### src/rtl/seq_restoring_divider_if.sv
// Handshake and operand/result bundle for the sequential restoring divider.
interface seq_restoring_divider_if #(
  parameter int unsigned N = 8,
  parameter int unsigned M = 4
);
  logic         start;
  logic [N-1:0] X;
  logic [M-1:0] D;
  logic         busy;
  logic         done;
  logic [N-1:0] Q;
  logic [M-1:0] R;
  logic         div_by_zero;

  modport master (
    output start, X, D,
    input  busy, done, Q, R, div_by_zero
  );

  modport slave (
    input  start, X, D,
    output busy, done, Q, R, div_by_zero
  );
endinterface

### src/rtl/seq_restoring_divider.sv
// Unsigned restoring divider: one quotient bit per clock through a single
// M+1-bit subtract/restore stage, framed by a start/busy/done handshake.
module seq_restoring_divider #(
  parameter int unsigned N = 8,
  parameter int unsigned M = 4
) (
  input  logic                      clk,
  input  logic                      rst,
  seq_restoring_divider_if.slave    bus
);
  localparam int unsigned CW = (N > 2) ? $clog2(N) : 1;

  typedef enum logic [1:0] {IDLE, RUN, DONE} state_t;

  state_t        state_q, state_d;
  logic [M:0]    a_q, a_d;
  logic [N-1:0]  qs_q, qs_d;
  logic [M-1:0]  dr_q, dr_d;
  logic [CW-1:0] cnt_q, cnt_d;
  logic [N-1:0]  q_q, q_d;
  logic [M-1:0]  r_q, r_d;
  logic          dbz_q, dbz_d;
  logic          busy_q, busy_d;
  logic          done_q, done_d;

  // One iteration: shift in the next dividend bit, trial-subtract, restore on borrow.
  logic [M+1:0]  a_wide;
  logic [M+1:0]  t;
  logic [M:0]    a_next;
  logic [N-1:0]  qs_next;

  assign a_wide  = {a_q, qs_q[N-1]};
  assign t       = a_wide - (M+2)'(dr_q);
  assign a_next  = t[M+1] ? a_wide[M:0] : t[M:0];
  assign qs_next = {qs_q[N-2:0], ~t[M+1]};

  always_ff @(posedge clk or posedge rst) begin
    if (rst) begin
      state_q <= IDLE;
      a_q     <= '0;
      qs_q    <= '0;
      dr_q    <= '0;
      cnt_q   <= '0;
      q_q     <= '0;
      r_q     <= '0;
      dbz_q   <= 1'b0;
      busy_q  <= 1'b0;
      done_q  <= 1'b0;
    end else begin
      state_q <= state_d;
      a_q     <= a_d;
      qs_q    <= qs_d;
      dr_q    <= dr_d;
      cnt_q   <= cnt_d;
      q_q     <= q_d;
      r_q     <= r_d;
      dbz_q   <= dbz_d;
      busy_q  <= busy_d;
      done_q  <= done_d;
    end
  end

  always_comb begin
    state_d = state_q;
    a_d     = a_q;
    qs_d    = qs_q;
    dr_d    = dr_q;
    cnt_d   = cnt_q;
    q_d     = q_q;
    r_d     = r_q;
    dbz_d   = dbz_q;

    case (state_q)
      IDLE: begin
        if (bus.start) begin
          if (bus.D != '0) begin
            a_d     = '0;
            qs_d    = bus.X;
            dr_d    = bus.D;
            cnt_d   = CW'(N - 1);
            state_d = RUN;
          end else begin
            // Divide by zero skips the iterations entirely.
            q_d     = '1;
            r_d     = bus.X[M-1:0];
            dbz_d   = 1'b1;
            state_d = DONE;
          end
        end
      end
      RUN: begin
        a_d   = a_next;
        qs_d  = qs_next;
        cnt_d = cnt_q - CW'(1);
        if (cnt_q == '0) begin
          q_d     = qs_next;
          r_d     = a_next[M-1:0];
          dbz_d   = 1'b0;
          state_d = DONE;
        end
      end
      DONE:    state_d = IDLE;
      default: state_d = IDLE;
    endcase

    busy_d = (state_d != IDLE);
    done_d = (state_d == DONE);
  end

  assign bus.busy        = busy_q;
  assign bus.done        = done_q;
  assign bus.Q           = q_q;
  assign bus.R           = r_q;
  assign bus.div_by_zero = dbz_q;
endmodule

### src/flat_wrapper.sv
// flat-port wrapper written by rule: the top's interface ports become plain ports
module seq_restoring_divider_flat 
#(
  parameter int unsigned N = 8,
  parameter int unsigned M = 4
)
  (clk, rst, bus_start, bus_X, bus_D, bus_busy, bus_done, bus_Q, bus_R, bus_div_by_zero);
  seq_restoring_divider_if #(.N(N), .M(M)) bus_i ();
  input  logic clk;
  input  logic rst;
  input wire logic [$bits(bus_i.start)-1:0] bus_start;
  input wire logic [$bits(bus_i.X)-1:0] bus_X;
  input wire logic [$bits(bus_i.D)-1:0] bus_D;
  output wire logic [$bits(bus_i.busy)-1:0] bus_busy;
  output wire logic [$bits(bus_i.done)-1:0] bus_done;
  output wire logic [$bits(bus_i.Q)-1:0] bus_Q;
  output wire logic [$bits(bus_i.R)-1:0] bus_R;
  output wire logic [$bits(bus_i.div_by_zero)-1:0] bus_div_by_zero;
  assign bus_i.start = bus_start;
  assign bus_i.X = bus_X;
  assign bus_i.D = bus_D;
  assign bus_busy = bus_i.busy;
  assign bus_done = bus_i.done;
  assign bus_Q = bus_i.Q;
  assign bus_R = bus_i.R;
  assign bus_div_by_zero = bus_i.div_by_zero;
  seq_restoring_divider #(.N(N), .M(M)) u_core (.clk(clk), .rst(rst), .bus(bus_i));
endmodule
### config.mk
export PLATFORM = sky130hd
export DESIGN_NAME = seq_restoring_divider_flat
export DESIGN_NICKNAME = d
export VERILOG_FILES = /design/src/rtl/seq_restoring_divider_if.sv /design/src/rtl/seq_restoring_divider.sv /design/src/flat_wrapper.sv
export SDC_FILE = /design/constraint.sdc
export NUM_CORES = 1
export LEC_CHECK = 0
export CORE_MARGIN = 2
export CORE_UTILIZATION = 53
export DETAILED_ROUTE_END_ITERATION = 10
export GPL_TIMING_DRIVEN = 0
export PLACE_DENSITY_LB_ADDON = 0.08
export SLEW_MARGIN = 0
export SYNTH_ARGS = -nofsm -noshare
export SYNTH_HDL_FRONTEND = slang
export SYNTH_SLANG_ARGS = --single-unit
### constraint.sdc
create_clock -name clk -period 2.9 [get_ports clk]
set_clock_uncertainty 0.15 [all_clocks]
set_input_delay 0.435 -clock clk [delete_from_list [all_inputs] [get_ports clk]]
set_output_delay 0.435 -clock clk [all_outputs]
set_load 0.01 [all_outputs]
==> metrics <==
status finished, final reports clean; Seq. cell area 926 um^2; CTS max path bufs 2; first-pass GRT wire length 7550 um; dominant synthesized flop cell dfrtp_1; core area 3420 um^2; initial antenna violation count 0; Post-synth EDFFs 0; Routed Antenna Nets 0; Synth Area in XOR/XNOR 0.454%; FFs w/ async S/R, synth 100%; clock latency on the worst-skew pair 0.34 ns; part of the power in registers 30.9%; adder-cell share of the synthesized area 4.93%; sequential share of the synthesized area 48.0%; worst slew pin tran 0.760 ns; compound-cell area share of the yosys netlist 21.8%; switch share 41.9%; largest net degree at the start of global routing 38; minimum clock period 2.55 ns; Clk pwr share 12.3%; kind of critical path register to register; hpwl dp 3210 um; Final Max Slew Viols 0; RD Place Congestion 0.881; post-CTS setup buffer count 0; Die Y 64.4 um; main combinational cell family by area after synthesis compound AO/OA/AOI/OAI gates; Final Hold Vio Count 0; cells after synthesis 198; starting density of the core 56.5%; VDD IR max 0.695 mV; I/O pin cnt 30; Global Route Usage Sum 24.2%; die width 64.4 um; Tcrit/Tclk final 87.8%; Sink Count 37; Cell Int Power 1.79 mW; Root Buffer clkbuf_4; CP Capture Type register; Syn Std Cell Area 1930 um^2; Final setup viols 0; Starting DRT DRC Count 196; layout cells sized above 1 12.8%; Worst Setup Start Kind register; Top Metal Used met4; Area Growth Syn to Fin 22.4%; Fmax 393 MHz; vias in the first global route 1565; Post-Synth Simple-Gate Area 14.6%; via count 1656; CTS H-tree lvls 2; Gate power share 56.8%; cts hold-fix bufs 0; Hold Crit Class register to register; PortBufs 29; GRT overflow 0; Arr. time, crit path 2.63 ns; Detailed Routing Iterations Pass 1 4; most frequent cells after synthesis 37 x dfrtp_1, 25 x nor2_1, 23 x nand2_1; DRT Wirelength 4440 um; most instantiated library cell after synthesis dfrtp_1; yosys synthesis warning count 0; Avg Synthesized Cell Area 9.75 um^2; met3 WL 335 um; Lkg Pwr 1.05 nW; CTS tree yes; share of the synthesized area in the top cell type 48.0%; routed length per instance 15.8 um; CTS resizes 0; placement row count 21; area of the multi-input gates 891 um^2; Synth Register Bits 37; number of max-cap violations 0; power density over cell area 1300 nW/um^2; cell taking the most area after synthesis dfrtp_1; vias per std cell 5.89; Cell variety after synth 44; Num CTS Buffers 5; synth top area cells dfrtp_1 48%, nor2_1 4.9%, nand2_1 4.5%; Clock transition at path regs 0.11 ns; CP max FO 7; filler instances 266; Net Sw Power 1.29 mW; Nets 256; Worst EP required 2.98 ns; full die area 4140 um^2; slew margin rel. 49.2%; syn nets 220; RSZ-0062 raised after global routing false; antenna cell count 0; metal2 WL 2190 um; post-route setup TNS 0 ns; DRT met1 WL 1820 um; DRC Markers 0; multiplexer area fraction after synthesis 4.41%; Core Util, Final 69.2%
==> power groups by stage <==
stage               Combinational, mW  Sequential [mW]  Clock (mW)
floorplan                        1.20            0.961           0
global placement                 1.65            0.945           0
detailed placement               1.73            0.962           0
CTS                              1.74            0.951       0.384
global route                     1.94            0.989       0.413
finish                           1.75            0.953       0.378
==> worst max-delay path: stages, from the launching register on <==
cell and delay [ns]:
dfrtp_1 0.46, ha_1 0.27, or3_1 0.46, o22a_1 0.26
o311a_1 0.13, buf_2 0.18, mux2i_1 0.16, o32a_2 0.37
==> area by class of cell <==
cell class                 instances  share of cell area [%]
tap                               46                    2.44
timing repair buffer              29                    12.3
multi-input combinational        137                    37.7
clock inverter                     1                    1.27
inverter                          14                    2.22
sequential                        37                    39.2
buffer                            10                    2.59
clock buffer                       7                    2.33
==> worst paths after layout <==
kind | startpoint | end | slack (ns) | cells past startpoint
hold / removal | u_core.bus.div_by_zero | u_core.bus.div_by_zero | 0.36 | 1
max in group asynchronous | rst | u_core.bus.Q[7] | 1.72 | 2
setup / recovery | u_core.a_q[2] | u_core.bus.R[1] | 0.35 | 7
hold reg to reg | u_core.bus.div_by_zero | u_core.bus.div_by_zero | 0.36 | 1
setup reg to reg | u_core.a_q[2] | u_core.bus.R[1] | 0.35 | 7
min in group asynchronous | rst | u_core.bus.Q[3] | 0.39 | 2
==> state kept, by name, summed over array words and instances, names as in the netlist <==
signal	cells
u_core.bus.done	1
u_core.qs_q	8
u_core.bus.busy	1
u_core.cnt_q	3
u_core.a_q	5
u_core.state_q	2
u_core.bus.R	4
u_core.bus.div_by_zero	1
u_core.bus.Q	8
u_core.dr_q	4
==> kinds of logic (layout without fill, tap and decap cells) <==
family / count (synthesis) / in the layout
DFF: 37 / 37
xor gates and xnor gates: 1 / 1
and+or+nand+nor: 64 / 64
AOI/OAI and AO/OA: 57 / 57
buffers and inverters: 24 / 61
muxes: 8 / 8
adders and majority gates: 7 / 7
==> placed cells by master, fill, tap and decap left out, drive strengths merged, types with 2 or more instances in the layout <==
master	instances
dfrtp	37
clkdlybuf4s50	29
nor2	25
nand2	23
inv	14
a21oi	12
clkbuf	11
o21ai	8
a31oi	8
ha	6
o22a	6
buf	6
a22oi	5
mux2i	4
a21o	4
mux2	4
o21a	3
nand3	3
nand2b	2
nor2b	2
nor3	2
nor4	2
or2	2
==> layer usage <==
| layer | GRT usage (%) | up-vias |
|---|---|---|
| li1 | - | 774 |
| met1 | 30.8 | 802 |
| met2 | 39.6 | 70 |
| met3 | 6.69 | 10 |
| met4 | 8.51 | 0 |
| met5 | 0 | - |
==> metrics by stage <==
stage                     setup slack, ns  std cells  total power [mW]  hold WS (ns)  cell area [um^2]
after floorplan                     0.596        198              2.16         0.310              1930
after global placement              0.281        273              2.59         0.325              2280
after detailed placement            0.218        273              2.69         0.333              2280
after CTS                           0.381        281              3.07         0.359              2360
after global routing                0.263        281              3.34         0.382              2360
final                               0.353        281              3.08         0.356              2360
(Power assumes the default switching activity.)
